### config.mk
export PLATFORM = sky130hd
export DESIGN_NAME = punc_seq_ctrl_flat
export DESIGN_NICKNAME = d
export VERILOG_FILES = /design/src/rtl/punc_seq_ctrl_pkg.sv /design/src/rtl/punc_seq_ctrl_if.sv /design/src/rtl/punc_seq_ctrl_mem_wait.sv /design/src/rtl/punc_seq_ctrl.sv /design/src/flat_wrapper.sv
export SDC_FILE = /design/constraint.sdc
export NUM_CORES = 1
export LEC_CHECK = 0
export CAP_MARGIN = 5
export CORE_ASPECT_RATIO = 1.75
export CORE_UTILIZATION = 36
export CTS_CLUSTER_DIAMETER = 100
export CTS_CLUSTER_SIZE = 12
export DETAILED_ROUTE_END_ITERATION = 7
export PLACE_DENSITY = 0.8
export SYNTH_ARGS = -nofsm -noshare
export SYNTH_HDL_FRONTEND = slang
export SYNTH_SLANG_ARGS = --single-unit
### constraint.sdc
create_clock -name clk -period 2.05 [get_ports clk]
set_clock_uncertainty 0.05 [all_clocks]
set_input_delay 0.205 -clock clk [delete_from_list [all_inputs] [get_ports clk]]
set_output_delay 0.205 -clock clk [all_outputs]
set_load 0.1 [all_outputs]
### src/rtl/punc_seq_ctrl_pkg.sv
// Shared PUnC definitions: opcodes, controller states and the datapath select
// encodings used by both the sequencer and the datapath.
package punc_pkg;

  localparam logic [3:0] OP_BR   = 4'b0000;
  localparam logic [3:0] OP_ADD  = 4'b0001;
  localparam logic [3:0] OP_LD   = 4'b0010;
  localparam logic [3:0] OP_ST   = 4'b0011;
  localparam logic [3:0] OP_JSR  = 4'b0100;
  localparam logic [3:0] OP_AND  = 4'b0101;
  localparam logic [3:0] OP_LDR  = 4'b0110;
  localparam logic [3:0] OP_STR  = 4'b0111;
  localparam logic [3:0] OP_RTI  = 4'b1000;
  localparam logic [3:0] OP_NOT  = 4'b1001;
  localparam logic [3:0] OP_LDI  = 4'b1010;
  localparam logic [3:0] OP_STI  = 4'b1011;
  localparam logic [3:0] OP_JMP  = 4'b1100;
  localparam logic [3:0] OP_RES  = 4'b1101;
  localparam logic [3:0] OP_LEA  = 4'b1110;
  localparam logic [3:0] OP_TRAP = 4'b1111;

  typedef enum logic [2:0] {
    ST_STEP_WAIT = 3'd0,
    ST_FETCH     = 3'd1,
    ST_DECODE    = 3'd2,
    ST_EXEC      = 3'd3,
    ST_IND       = 3'd4,
    ST_MEM       = 3'd5,
    ST_HALT      = 3'd6,
    ST_FAULT     = 3'd7
  } state_e;

  localparam logic [1:0] PC_SEL_OFF9  = 2'd0;
  localparam logic [1:0] PC_SEL_BASER = 2'd1;
  localparam logic [1:0] PC_SEL_OFF11 = 2'd2;

  localparam logic [1:0] MEM_ADDR_PC        = 2'd0;
  localparam logic [1:0] MEM_ADDR_PC_OFF9   = 2'd1;
  localparam logic [1:0] MEM_ADDR_BASE_OFF6 = 2'd2;
  localparam logic [1:0] MEM_ADDR_PREV      = 2'd3;

  localparam logic [1:0] RF_DATA_ALU = 2'd0;
  localparam logic [1:0] RF_DATA_MEM = 2'd1;
  localparam logic [1:0] RF_DATA_LEA = 2'd2;
  localparam logic [1:0] RF_DATA_PC  = 2'd3;

  localparam logic [1:0] ALU_ADD  = 2'd0;
  localparam logic [1:0] ALU_AND  = 2'd1;
  localparam logic [1:0] ALU_NOT  = 2'd2;
  localparam logic [1:0] ALU_PASS = 2'd3;

  function automatic logic is_load(input logic [3:0] op);
    return (op == OP_LD) || (op == OP_LDR) || (op == OP_LDI);
  endfunction

endpackage

### src/rtl/punc_seq_ctrl_if.sv
// Memory handshake between the PUnC sequencer (master) and the memory
// subsystem (slave).
interface punc_seq_ctrl_if;
  logic       mem_rd;
  logic       mem_wr;
  logic [1:0] mem_addr_sel;
  logic       mem_ready;

  modport master (output mem_rd, output mem_wr, output mem_addr_sel, input mem_ready);
  modport slave  (input mem_rd, input mem_wr, input mem_addr_sel, output mem_ready);
endinterface

### src/rtl/punc_seq_ctrl_mem_wait.sv
// Memory wait timer: counts cycles a strobe is held without mem_ready and
// flags the cycle whose wait would reach TIMEOUT_CYC (0 disables).
module punc_mem_wait #(
  parameter int TIMEOUT_CYC = 64
) (
  input  logic clk,
  input  logic rst,
  input  logic i_strobe,
  input  logic i_mem_ready,
  output logic o_timeout
);

  generate
    if (TIMEOUT_CYC > 0) begin : g_timer
      localparam int CW = (TIMEOUT_CYC < 2) ? 1 : $clog2(TIMEOUT_CYC + 1);
      localparam logic [CW-1:0] LAST = CW'(TIMEOUT_CYC - 1);

      logic [CW-1:0] r_cnt;

      // wait counter, cleared whenever the strobe is idle or memory answers
      always_ff @(posedge clk) begin
        if (rst) begin
          r_cnt <= '0;
        end else if (!i_strobe || i_mem_ready) begin
          r_cnt <= '0;
        end else begin
          r_cnt <= r_cnt + CW'(1);
        end
      end

      // a ready in the limit cycle completes the access instead of faulting
      assign o_timeout = i_strobe && !i_mem_ready && (r_cnt == LAST);
    end else begin : g_no_timer
      logic w_unused_in;
      assign w_unused_in = i_strobe ^ i_mem_ready ^ clk ^ rst;
      assign o_timeout   = 1'b0;
    end
  endgenerate

endmodule

### src/rtl/punc_seq_ctrl.sv
// PUnC multicycle control sequencer with memory timeout, single-step mode and
// illegal-opcode fault. Optional retired-instruction counter: PUNC_PERF_CNT_EN.
module punc_seq_ctrl
  import punc_pkg::*;
#(
  parameter int WORD_W      = 16,
  parameter int TIMEOUT_CYC = 64,
  parameter int CNT_W       = 32
) (
  input  logic              clk,
  input  logic              rst,
  input  logic [WORD_W-1:0] ir,
  input  logic              nzp_true,
  input  logic              step_mode,
  input  logic              step_go,
  punc_seq_ctrl_if.master   mem,
  output logic              ir_ld,
  output logic              pc_ld,
  output logic              pc_inc,
  output logic [1:0]        pc_sel,
  output logic              rf_w_wr,
  output logic [1:0]        rf_w_data_sel,
  output logic              rf_w_addr_sel,
  output logic              prev_ld,
  output logic              nzp_ld,
  output logic [1:0]        alu_sel,
  output logic              halted,
  output logic              fault,
  output logic [CNT_W-1:0]  instr_count
);

  state_e     r_state;
  state_e     w_next;
  logic       r_rst_hold;
  logic [3:0] w_op;
  logic       w_mem_rd;
  logic       w_mem_wr;
  logic [1:0] w_mem_addr_sel;
  logic       w_timeout;
  logic       w_retire;
  logic       w_end_state_step;
  logic       w_unused_ir;

  assign w_op        = ir[WORD_W-1:WORD_W-4];
  assign w_unused_ir = ^ir;

  // r_rst_hold keeps every strobe low for the cycle after a reset edge
  always_ff @(posedge clk) begin
    if (rst) begin
      r_state    <= ST_FETCH;
      r_rst_hold <= 1'b1;
    end else begin
      r_state    <= w_next;
      r_rst_hold <= 1'b0;
    end
  end

  assign w_end_state_step = step_mode;

  // next-state and retirement decode
  always_comb begin
    w_next   = r_state;
    w_retire = 1'b0;
    if (r_rst_hold) begin
      w_next = ST_FETCH;
    end else begin
      case (r_state)
        ST_STEP_WAIT: begin
          if (step_go || !step_mode) w_next = ST_FETCH;
          else                       w_next = ST_STEP_WAIT;
        end
        ST_FETCH: begin
          if (mem.mem_ready)  w_next = ST_DECODE;
          else if (w_timeout) w_next = ST_FAULT;
          else                w_next = ST_FETCH;
        end
        ST_DECODE: begin
          case (w_op)
            OP_RTI, OP_RES: w_next = ST_FAULT;
            OP_TRAP: begin
              w_next   = ST_HALT;
              w_retire = 1'b1;
            end
            OP_LDI, OP_STI:                 w_next = ST_IND;
            OP_LD, OP_LDR, OP_ST, OP_STR:   w_next = ST_MEM;
            default:                        w_next = ST_EXEC;
          endcase
        end
        ST_EXEC: begin
          w_retire = 1'b1;
          w_next   = w_end_state_step ? ST_STEP_WAIT : ST_FETCH;
        end
        ST_IND: begin
          if (mem.mem_ready)  w_next = ST_MEM;
          else if (w_timeout) w_next = ST_FAULT;
          else                w_next = ST_IND;
        end
        ST_MEM: begin
          if (mem.mem_ready) begin
            w_retire = 1'b1;
            w_next   = w_end_state_step ? ST_STEP_WAIT : ST_FETCH;
          end else if (w_timeout) begin
            w_next = ST_FAULT;
          end else begin
            w_next = ST_MEM;
          end
        end
        ST_HALT:  w_next = ST_HALT;
        ST_FAULT: w_next = ST_FAULT;
        default:  w_next = ST_FAULT;
      endcase
    end
  end

  // datapath strobes; only completion strobes look at mem_ready
  always_comb begin
    ir_ld          = 1'b0;
    pc_ld          = 1'b0;
    pc_inc         = 1'b0;
    pc_sel         = PC_SEL_OFF9;
    w_mem_rd       = 1'b0;
    w_mem_wr       = 1'b0;
    w_mem_addr_sel = MEM_ADDR_PC;
    rf_w_wr        = 1'b0;
    rf_w_data_sel  = RF_DATA_ALU;
    rf_w_addr_sel  = 1'b0;
    prev_ld        = 1'b0;
    nzp_ld         = 1'b0;
    alu_sel        = ALU_ADD;
    halted         = 1'b0;
    fault          = 1'b0;
    if (r_rst_hold) begin
      halted = 1'b0;
    end else begin
      case (r_state)
        ST_FETCH: begin
          w_mem_rd       = 1'b1;
          w_mem_addr_sel = MEM_ADDR_PC;
          ir_ld          = mem.mem_ready;
          pc_inc         = mem.mem_ready;
        end
        ST_EXEC: begin
          case (w_op)
            OP_ADD, OP_AND, OP_NOT: begin
              rf_w_wr = 1'b1;
              nzp_ld  = 1'b1;
              if (w_op == OP_AND)      alu_sel = ALU_AND;
              else if (w_op == OP_NOT) alu_sel = ALU_NOT;
              else                     alu_sel = ALU_ADD;
            end
            OP_LEA: begin
              rf_w_wr       = 1'b1;
              rf_w_data_sel = RF_DATA_LEA;
            end
            OP_BR: begin
              pc_ld  = nzp_true;
              pc_sel = PC_SEL_OFF9;
            end
            OP_JMP: begin
              pc_ld  = 1'b1;
              pc_sel = PC_SEL_BASER;
            end
            OP_JSR: begin
              rf_w_wr       = 1'b1;
              rf_w_addr_sel = 1'b1;
              rf_w_data_sel = RF_DATA_PC;
              pc_ld         = 1'b1;
              pc_sel        = ir[11] ? PC_SEL_OFF11 : PC_SEL_BASER;
            end
            default: pc_ld = 1'b0;
          endcase
        end
        ST_IND: begin
          w_mem_rd       = 1'b1;
          w_mem_addr_sel = MEM_ADDR_PC_OFF9;
          prev_ld        = mem.mem_ready;
        end
        ST_MEM: begin
          if ((w_op == OP_LDI) || (w_op == OP_STI))     w_mem_addr_sel = MEM_ADDR_PREV;
          else if ((w_op == OP_LDR) || (w_op == OP_STR)) w_mem_addr_sel = MEM_ADDR_BASE_OFF6;
          else                                           w_mem_addr_sel = MEM_ADDR_PC_OFF9;
          if (is_load(w_op)) begin
            w_mem_rd      = 1'b1;
            rf_w_data_sel = RF_DATA_MEM;
            rf_w_wr       = mem.mem_ready;
            nzp_ld        = mem.mem_ready;
          end else begin
            w_mem_wr = 1'b1;
          end
        end
        ST_HALT:  halted = 1'b1;
        ST_FAULT: fault  = 1'b1;
        default:  halted = 1'b0;
      endcase
    end
  end

  assign mem.mem_rd       = w_mem_rd;
  assign mem.mem_wr       = w_mem_wr;
  assign mem.mem_addr_sel = w_mem_addr_sel;

  punc_mem_wait #(
    .TIMEOUT_CYC (TIMEOUT_CYC)
  ) u_mem_wait (
    .clk         (clk),
    .rst         (rst),
    .i_strobe    (w_mem_rd | w_mem_wr),
    .i_mem_ready (mem.mem_ready),
    .o_timeout   (w_timeout)
  );

`ifdef PUNC_PERF_CNT_EN
  logic [CNT_W-1:0] r_instr_count;

  // retired-instruction counter, wraps
  always_ff @(posedge clk) begin
    if (rst) begin
      r_instr_count <= '0;
    end else if (w_retire) begin
      r_instr_count <= r_instr_count + CNT_W'(1);
    end else begin
      r_instr_count <= r_instr_count;
    end
  end

  assign instr_count = r_instr_count;
`else
  logic w_unused_retire;
  assign w_unused_retire = w_retire;
  assign instr_count     = '0;
`endif

endmodule

### src/flat_wrapper.sv
// flat-port wrapper written by rule: the top's interface ports become plain ports
module punc_seq_ctrl_flat import punc_pkg::*;
#(
  parameter int WORD_W      = 16,
  parameter int TIMEOUT_CYC = 64,
  parameter int CNT_W       = 32
)
  (clk, rst, ir, nzp_true, step_mode, step_go, ir_ld, pc_ld, pc_inc, pc_sel, rf_w_wr, rf_w_data_sel, rf_w_addr_sel, prev_ld, nzp_ld, alu_sel, halted, fault, instr_count, mem_mem_rd, mem_mem_wr, mem_mem_addr_sel, mem_mem_ready);
  punc_seq_ctrl_if mem_i ();
  input  logic clk;
  input  logic rst;
  input  logic [WORD_W-1:0] ir;
  input  logic nzp_true;
  input  logic step_mode;
  input  logic step_go;
  output logic ir_ld;
  output logic pc_ld;
  output logic pc_inc;
  output logic [1:0] pc_sel;
  output logic rf_w_wr;
  output logic [1:0] rf_w_data_sel;
  output logic rf_w_addr_sel;
  output logic prev_ld;
  output logic nzp_ld;
  output logic [1:0] alu_sel;
  output logic halted;
  output logic fault;
  output logic [CNT_W-1:0] instr_count;
  output wire logic [$bits(mem_i.mem_rd)-1:0] mem_mem_rd;
  output wire logic [$bits(mem_i.mem_wr)-1:0] mem_mem_wr;
  output wire logic [$bits(mem_i.mem_addr_sel)-1:0] mem_mem_addr_sel;
  input wire logic [$bits(mem_i.mem_ready)-1:0] mem_mem_ready;
  assign mem_mem_rd = mem_i.mem_rd;
  assign mem_mem_wr = mem_i.mem_wr;
  assign mem_mem_addr_sel = mem_i.mem_addr_sel;
  assign mem_i.mem_ready = mem_mem_ready;
  punc_seq_ctrl #(.WORD_W(WORD_W), .TIMEOUT_CYC(TIMEOUT_CYC), .CNT_W(CNT_W)) u_core (.clk(clk), .rst(rst), .ir(ir), .nzp_true(nzp_true), .step_mode(step_mode), .step_go(step_go), .mem(mem_i), .ir_ld(ir_ld), .pc_ld(pc_ld), .pc_inc(pc_inc), .pc_sel(pc_sel), .rf_w_wr(rf_w_wr), .rf_w_data_sel(rf_w_data_sel), .rf_w_addr_sel(rf_w_addr_sel), .prev_ld(prev_ld), .nzp_ld(nzp_ld), .alu_sel(alu_sel), .halted(halted), .fault(fault), .instr_count(instr_count));
endmodule
Word level (Yosys, flattened, before mapping)
Cells that the tools add are included.

Register bits after elaboration: 11.

Reductions and logical operators: 22. Bitwise logic cells: 1. Equality and inequality tests: 23. $add $sub $neg: 1. Muxes and demuxes: 55.

Operators by type and width (count): == test 4 bit (second input constant) (8); two-way mux 2 bit (14); two-way mux 1 bit (27); one-hot mux 3 bit (8 select lines) (1); == test 4 x 3 -> 1 bit (second input constant) (4); one-hot mux 2 bit (2 select lines) (4); == test 3 bit (second input constant) (4); two-way mux 3 bit (4); one-hot mux 3 bit (4 select lines) (1); OR reduction 2 bit (6); == test 4 x 2 -> 1 bit (second input constant) (2); one-hot mux 1 bit (2 select lines) (4); adder 7 x 1 -> 7 bit (second input constant) (1); == test 7 x 6 -> 1 bit (second input constant) (1); == test 3 x 2 -> 1 bit (second input constant) (2); logical OR 1 bit (6); OR reduction 5 bit (1); == test 4 x 1 -> 1 bit (second input constant) (1); zero test 4 bit (1); OR reduction 4 bit (1); == test 3 x 1 -> 1 bit (second input constant) (1); zero test 1 bit (3); zero test 3 bit (1); OR reduction 3 bit (1); other kinds (2) (3).

Depth between registers and ports, before layout
Gate-level depths: netlist (run 1).

Word-level depth: 12. Depth in mapped cells: 5. Mapped depth without buffers: 5.

Modules after synthesis
A second synthesis (run 1) with hierarchy kept.

Cell total of the unflattened synthesis: 143. Area, all modules: 1056.0 um2.

By module, submodules not included: punc_seq_ctrl (area an instance 777.0 um2, sequential area each 80.1 um2, cells an instance 111, instances 1); punc_mem_wait (area an instance 279.0 um2, sequential area each 140.1 um2, cells an instance 32, instances 1).

Least setup slack after synthesis (run 1)
OpenSTA, ideal clock, no wires.

Kind: reg-to-output. Start point: reg u_core.r_state[2]. End point: out pc_inc. Arrival: 4.132 ns. Required time: 1.795 ns. Setup slack: -2.337 ns. Cell stages (with the launch flop): 4. Buffers on the path: 2. Cells stage by stage: dfxtp_1 -> clkbuf_1 -> nor4_1 -> buf_4.

Cells in the longest elaborated chain, start to end: 3.

RTL lines: start: declaration (RTL line punc_seq_ctrl.sv:32) `state_e r_state;`; start signal: assignment (RTL line punc_seq_ctrl.sv:53) `r_state <= w_next;`; == test 3 x 1 -> 1 bit; two-way mux 1 bit (2 in a row); end: declaration (RTL line flat_wrapper.sv:18) `output logic pc_inc;`.

No other way between the ends.

Worst setup path after layout (run 1)
Start point: reg u_core.r_state[2]. End point: out rf_w_wr.

Cells in the longest elaborated chain, start to end: 3.

RTL lines: == test 3 bit or == test 3 x 2 -> 1 bit (tied branches) (RTL line punc_seq_ctrl.sv:135) `case (r_state)`; one-hot mux 1 bit (2 select lines) (*) (RTL line punc_seq_ctrl.sv:135); two-way mux 1 bit (*) (RTL line punc_seq_ctrl.sv:132) `if (r_rst_hold) begin`; end: declaration (RTL line flat_wrapper.sv:20) `output logic rf_w_wr;`.

Every way passes the cells marked *; elsewhere a longest branch is shown, timed or not.

==> results of run 1 <==
-- metrics by stage --
stage	power, µW	instances
5_1_grt	915.8	219
4_1_cts	888.0	219
6_report	884.6	219
3_5_place_dp	671.6	212
3_3_place_gp	669.3	212
2_1_floorplan	643.5	178
-- sequential cells by signal (all words and copies together), names as in the netlist --
name                             count
u_core.r_state                       3
u_core.u_mem_wait.g_timer.r_cnt      7
u_core.r_rst_hold                    1
-- repair_timing --
item,in CTS,in global routing
setup buffers,3,0
setup endpoints to repair,9,5
gates resized for setup,4,6
pin swaps,3,4
cloned,0,0
-- cells in the final DEF, fill, tap and decap left out, types with 4 or more instances in the layout --
cell,count
nor2b_1,4
o21ai_0,5
dfxtp_1,9
nand2_1,10
a21oi_1,6
clkdlybuf4s50_1,6
buf_4,20
nand3_1,4
nor2_1,9
conb_1,32
inv_1,4
buf_12,19
-- cells by family (layout without fill, tap and decap cells) --
family                     after synthesis  after routing  share of synthesized area, %
AOI/OAI and AO/OA                       23             23                         14.99
xor gates and xnor gates                 5              5                         3.916
adders and majority gates                1              1                         1.118
buffers and inverters                   45             58                         28.63
DFF                                     11             11                         19.69
muxes                                    1              1                        0.8949
other                                    1             32                        0.3352
and+or+nand+nor                         60             60                         30.43
-- worst max-delay path, delay by kind of cell, from the launching register on --
family / cells / cell delay [ns]
buffers and inverters: 2 / 0.31
flip-flops: 1 / 0.33
AND/OR/NAND/NOR: 4 / 0.87
-- power by group through the flow --
stage	clock, µW	combinational, µW	sequential [µW]
final	216	445	224
after global routing	232	460	224
after CTS	221	444	223
after detailed placement	0	444	228
after global placement	0	442	227
after floorplan	0	417	226
-- metal layers --
layer  global-route usage (%)  wire length, µm  up-vias
li1                         -                -      522
met1                    13.96              850      493
met2                    34.64             1483       51
met3                    1.422              145        5
met4                    7.744               36        0
met5                        0                0        -
-- layout make-up --
class	count	share of cell area (%)
clock buffer	4	2.530
multi-input combinational	122	45.96
inverter	4	0.8433
sequential	11	12.51
tap	28	1.968
timing repair buffer	50	36.19
-- path summary, 6_finish.rpt --
kind                                           start                                  to  depth (start not counted)
hold reg to reg   u_core.u_mem_wait.g_timer.r_cnt[0]  u_core.u_mem_wait.g_timer.r_cnt[0]                          1
hold / removal    u_core.u_mem_wait.g_timer.r_cnt[0]  u_core.u_mem_wait.g_timer.r_cnt[0]                          1
setup / recovery                   u_core.r_state[2]                             rf_w_wr                          6
setup reg to reg  u_core.u_mem_wait.g_timer.r_cnt[0]                   u_core.r_state[2]                          5
==> flow_metrics.py, run 1 <==
metrics = {
    "yosys": {
        "syn-cell-area_mm2": 0.001119,
        "synth-edff-count": 0,
        "ys.flop_type": "dfxtp_1",
        "synth_most_common_cell": "buf_4",
        "yosysWarnings": 0,
        "synth.area.top_cells": "buf_4, dfxtp_1, nor2_1, nand2_1, a21oi_1",
        "synth_top_cell_area_share_pct": 22.15,
        "ys_types": 46,
        "synth.avg_cell_area_um2": 7.609,
        "synth_common_cells": "buf_4, nor2_1, dfxtp_1, nand2_1, a21oi_1",
        "ys_ff_latch": 11,
        "yosysTopAreaCell": "buf_4",
        "synthArstFlopShare_pct": 0,
        "ys_seq_area_share_pct": 19.69,
        "synthCells": 147,
    },
    "sta": {
        "timing.setup.tns_ns": 0,
        "hold_viol_final": 0,
        "finalSetupViolCount": 0,
        "finalCritPeriodShare_pct": 97.83,
        "hold_slack_ns": 0.4109,
        "clock.fmax_mhz": 498.6,
        "fin_crit_ns": 2.006,
        "drv_slew": 0,
        "rsz0062_at_grt": "true",
        "setup_ws_ns": 0.04443,
    },
    "place": {
        "gp_congestion": 0.9066,
        "portBuffers": 29,
        "placed_area_mm2": 0.001695,
        "pre_cts_slack_ns": -0.1648,
        "dpl.hpwl_mm": 2.110,
    },
    "global_routing": {
        "antenna_found_initial": 0,
        "grt_pass1_vias": 1025,
        "grt_max_degree": 12,
        "globalRoute.totalOverflow": 0,
        "grt_first_pass_wirelength_mm": 4.105,
        "grt_use_total_pct": 16.20,
    },
    "pwr": {
        "sw_frac_of_total_pct": 50.42,
        "clockPowerShare_pct": 24.4,
        "p_leak_uw": 0.0007516,
        "power_density_mw_per_mm2": 496.8,
        "vdd_drop_max_mv": 0.4613,
        "internal_power_uw": 438.6,
        "p_sw_uw": 446.0,
        "power_frac_seq_pct": 25.3,
        "power_frac_comb_pct": 50.3,
    },
    "run_status": {
        "run_status": "finished, violations left",
        "violations": "DRC",
    },
    "cts": {
        "clockRootBuffer": "clkbuf_8",
        "clk_latency_ns": 0.24,
        "cts_sinks": 11,
        "clk_pin_slew_ns": 0.05,
        "cts_buffer_depth": 2,
        "cts_tree": "built",
        "cts_buffers": 3,
        "hold_buffers": 0,
        "cts_htree_levels": 1,
    },
    "routing": {
        "dr_total_vias": 1071,
        "wl_mm": 2.516,
        "via_per_inst": 4.890,
        "post_drt_wl_per_cell_um": 11.49,
        "drt_pre_antenna_iters": 8,
        "drc": 2,
        "drtAntennaViolNets": 0,
        "first_iter_violations": 39,
    },
    "final_layout": {
        "diodes": 0,
        "finish.instance_area_mm2": 0.001780,
        "utilization_pct": 60.81,
        "area.sequential_um2": 222.7,
        "nets": 215,
        "multiInputGateArea_um2": 818.3,
        "layout-drive-gt1-share_pct": 37.70,
        "fillers": 251,
        "layout-area-overhead-vs-synth_pct": 59.17,
    },
    "setup_path": {
        "rrSetupSlack_ns": 0.49,
        "arrival_ns": 1.75,
        "cpMaxStageDelayCell": "dfxtp_2",
        "crit_path_max_fanout": 11,
        "cpPeakStageDelay_ns": 0.33,
        "startpoint_type": "flop",
        "crit_type": "reg -> out",
        "cp-end-kind": "output port",
        "cp.required_ns": 1.79,
        "cp_cell_sequence": "buf_6 -> and2b_2 -> and2b_2 -> and3_4 -> or2_4 -> buf_12",
        "crit_top_cell": "and2b_2",
    },
    "run": {
        "drv_cap": 0,
    },
    "floorplanning": {
        "boundaryPins": 73,
        "die_h_um": 75.74,
        "start_util_pct": 38.21,
        "fp.dieW_um": 44.14,
        "die-area_mm2": 0.003343,
        "core_mm2": 0.002928,
        "rows": 26,
    },
    "min_path": {
        "worstHoldPathType": "reg -> reg",
    },
}
Power figures use the tool's default switching activity.
==> run 2: changes to the inputs <==
--- a/config.mk
+++ b/config.mk
@@ -6,12 +6,14 @@
 export NUM_CORES = 1
 export LEC_CHECK = 0
 export CAP_MARGIN = 5
+export CELL_PAD_IN_SITES_DETAIL_PLACEMENT = 2
+export CELL_PAD_IN_SITES_GLOBAL_PLACEMENT = 2
 export CORE_ASPECT_RATIO = 1.75
-export CORE_UTILIZATION = 36
+export CORE_UTILIZATION = 18
 export CTS_CLUSTER_DIAMETER = 100
 export CTS_CLUSTER_SIZE = 12
 export DETAILED_ROUTE_END_ITERATION = 7
-export PLACE_DENSITY = 0.8
+export PLACE_DENSITY_LB_ADDON = 0.1
 export SYNTH_ARGS = -nofsm -noshare
 export SYNTH_HDL_FRONTEND = slang
 export SYNTH_SLANG_ARGS = --single-unit
==> run 2 against run 1 <==
Compared with the run above:
- the flow now finishes without violations
- sequential power about the same
- register-to-register slack worse by 0.10 ns
- maximum frequency rose by 0.54%
- core utilization shrank 29 points
- power is 2.1% higher
- cell count grew 25%
- hold slack got worse by 0.015 ns
- clock power is essentially flat
- flip-flop and latch count unchanged
- count of clock-buffer cells in the layout unchanged
- first-iteration DRC count fell by 79%
- highest routed layer unchanged
==> flow_metrics.py, run 2 (synthesized netlist as in run 1, its figures left out) <==
metrics = {
    "setup_path": {
        "rr_worst_depth": 5,
        "crit_path_max_fanout": 3,
        "crit_type": "reg -> out",
        "r2r_end": "u_core.r_state[2]",
        "r2r-start": "u_core.u_mem_wait.g_timer.r_cnt[0]",
        "cp.required_ns": 1.79,
        "arrival_ns": 1.74,
        "rrSetupSlack_ns": 0.39,
        "cp-end-kind": "output port",
        "startpoint_type": "flop",
    },
    "min_path": {
        "min_from": "u_core.u_mem_wait.g_timer.r_cnt[0]",
        "worstHoldEndpoint": "u_core.u_mem_wait.g_timer.r_cnt[0]",
        "worstHoldPathType": "reg -> reg",
        "hold_path_depth": 1,
    },
    "pwr": {
        "power_frac_comb_pct": 51.2,
        "power_density_mw_per_mm2": 475.5,
        "internal_power_uw": 445.4,
        "clockPowerShare_pct": 24.0,
        "power_frac_seq_pct": 24.7,
        "sw_frac_of_total_pct": 50.69,
        "p_leak_uw": 0.0007895,
        "fin_total_pwr_uw": 903.2,
        "vdd_drop_max_mv": 0.3524,
        "p_sw_uw": 457.8,
    },
    "final_layout": {
        "layout-drive-gt1-share_pct": 39.80,
        "largest_reg_flops": 7,
        "top_register": "u_core.u_mem_wait.g_timer.r_cnt",
        "diodes": 0,
        "nets": 220,
        "largestRegisters": "u_core.u_mem_wait.g_timer.r_cnt (7), u_core.r_state (3), u_core.r_rst_hold (1)",
        "layout-area-overhead-vs-synth_pct": 69.80,
        "layout.cells.most_common_list": "conb_1, buf_4, buf_12",
        "layout_commonest_cell": "conb_1",
        "finish.instance_area_mm2": 0.001899,
        "instances_no_fill": 274,
    },
    "routing": {
        "wl_mm": 3.692,
        "drtAntennaViolNets": 0,
        "drc": 0,
        "via_per_inst": 3.953,
        "dr_total_vias": 1083,
        "post_drt_wl_per_cell_um": 13.47,
        "first_iter_violations": 8,
        "drt_pre_antenna_iters": 2,
    },
    "sta": {
        "worst-slew-pin-transition_ns": 0.5521,
        "drv_slew": 0,
        "maxSlewHeadroom_pct": 62.85,
        "rsz0062_at_grt": "true",
        "setup_ws_ns": 0.05521,
        "hold_viol_final": 0,
        "finalCritPeriodShare_pct": 97.31,
        "finalSetupViolCount": 0,
        "clock.fmax_mhz": 501.3,
        "fin_crit_ns": 1.995,
    },
    "place": {
        "portBuffers": 29,
        "gp_congestion": 0.7071,
        "dpl.hpwl_mm": 3.297,
        "dp_cells": 267,
        "pre_cts_slack_ns": -0.2397,
        "placed_area_mm2": 0.001795,
    },
    "floorplanning": {
        "core_mm2": 0.005926,
        "die_h_um": 106.3,
        "boundaryPins": 73,
        "die-area_mm2": 0.006546,
        "rows": 37,
        "start_util_pct": 18.88,
        "fp.dieW_um": 61.59,
    },
    "cts": {
        "clockRootBuffer": "clkbuf_8",
        "cts_sinks": 11,
        "cts_tree": "built",
        "cts_htree_levels": 1,
        "cts_buffers": 3,
        "cts_buffer_depth": 2,
        "clk_latency_ns": 0.24,
        "clk_pin_slew_ns": 0.05,
        "hold_buffers": 0,
    },
    "global_routing": {
        "globalRoute.totalOverflow": 0,
        "grt_max_degree": 10,
        "grt_first_pass_wirelength_mm": 5.954,
        "antenna_found_initial": 0,
        "grt_use_total_pct": 12.09,
        "grt_pass1_vias": 1196,
    },
    "run_status": {
        "run_status": "finished, final reports clean",
    },
    "run": {
        "drv_cap": 0,
    },
}
run 2: cell count changes in the layout (fill, tap and decap cells not counted), sizes merged:
cell | previous run | this run
clkdlybuf4s50 | 6 | 5
buf | 40 | 45
dlymetal6s2s | 2 | 3
run 2: per-layer routing:
metal  up-vias  share of wire [%]  track usage (%)
met5         -                  0                0
met4         0               0.98            3.651
met3         3                3.8            1.217
met2        26                 65            25.42
met1       524                 30            10.71
li1        530                  -                -
run 2: through the flow:
stage	hold WS [ns]	util (%)	TNS, ns
final	0.3958	32.05	0
after global placement	0.3791	30.30	-1.067
after detailed placement	0.3925	30.30	-1.187
after global routing	0.4334	32.05	-0.01138
after floorplan	0.1827	-	-1.985
after CTS	0.4047	31.44	-0.1125
run 2: worst max path at each step:
stage | start | endpoint | slack [ns] | depth (start not counted)
3_3_place_gp | ir[13] | rf_w_wr | -0.24 | 6
4_1_cts | u_core.r_state[2] | rf_w_wr | -0.06 | 5
6_report | u_core.r_state[2] | rf_w_wr | 0.06 | 5
5_1_grt | u_core.r_state[2] | rf_w_wr | -0.008 | 5
2_1_floorplan | u_core.r_state[2] | pc_ld | -0.44 | 4
3_5_place_dp | ir[13] | rf_w_wr | -0.24 | 6
run 2: power groups by stage:
stage / combinational, µW / clock (µW) / sequential (µW)
after floorplan: 417 / 0 / 226
after global placement: 457 / 0 / 227
after detailed placement: 458 / 0 / 228
after CTS: 462 / 231 / 223
after global routing: 481 / 241 / 224
final: 463 / 217 / 224
run 2: repair_timing:
item,in CTS,in global routing
buffers inserted,1,2
setup endpoints to repair,10,4
pin swaps,4,4
gates cloned,0,0
resized for setup,6,7
run 2: area by class of cell:
class                   count  area, µm²
fillers                   722       4026
multi-input cells         122      839.6
repair buffers             55      680.7
flip-flops and latches     11      221.5
well taps                  78      97.59
clock buffers               4      45.04
inverters                   4      15.01
run 2: critical path, stage by stage (launching register included):
cell and delay, ns:
dfxtp_2 0.33, or2b_4 0.27, or4_4 0.43, a2bb2oi_4 0.16, or2_4 0.14, buf_12 0.16
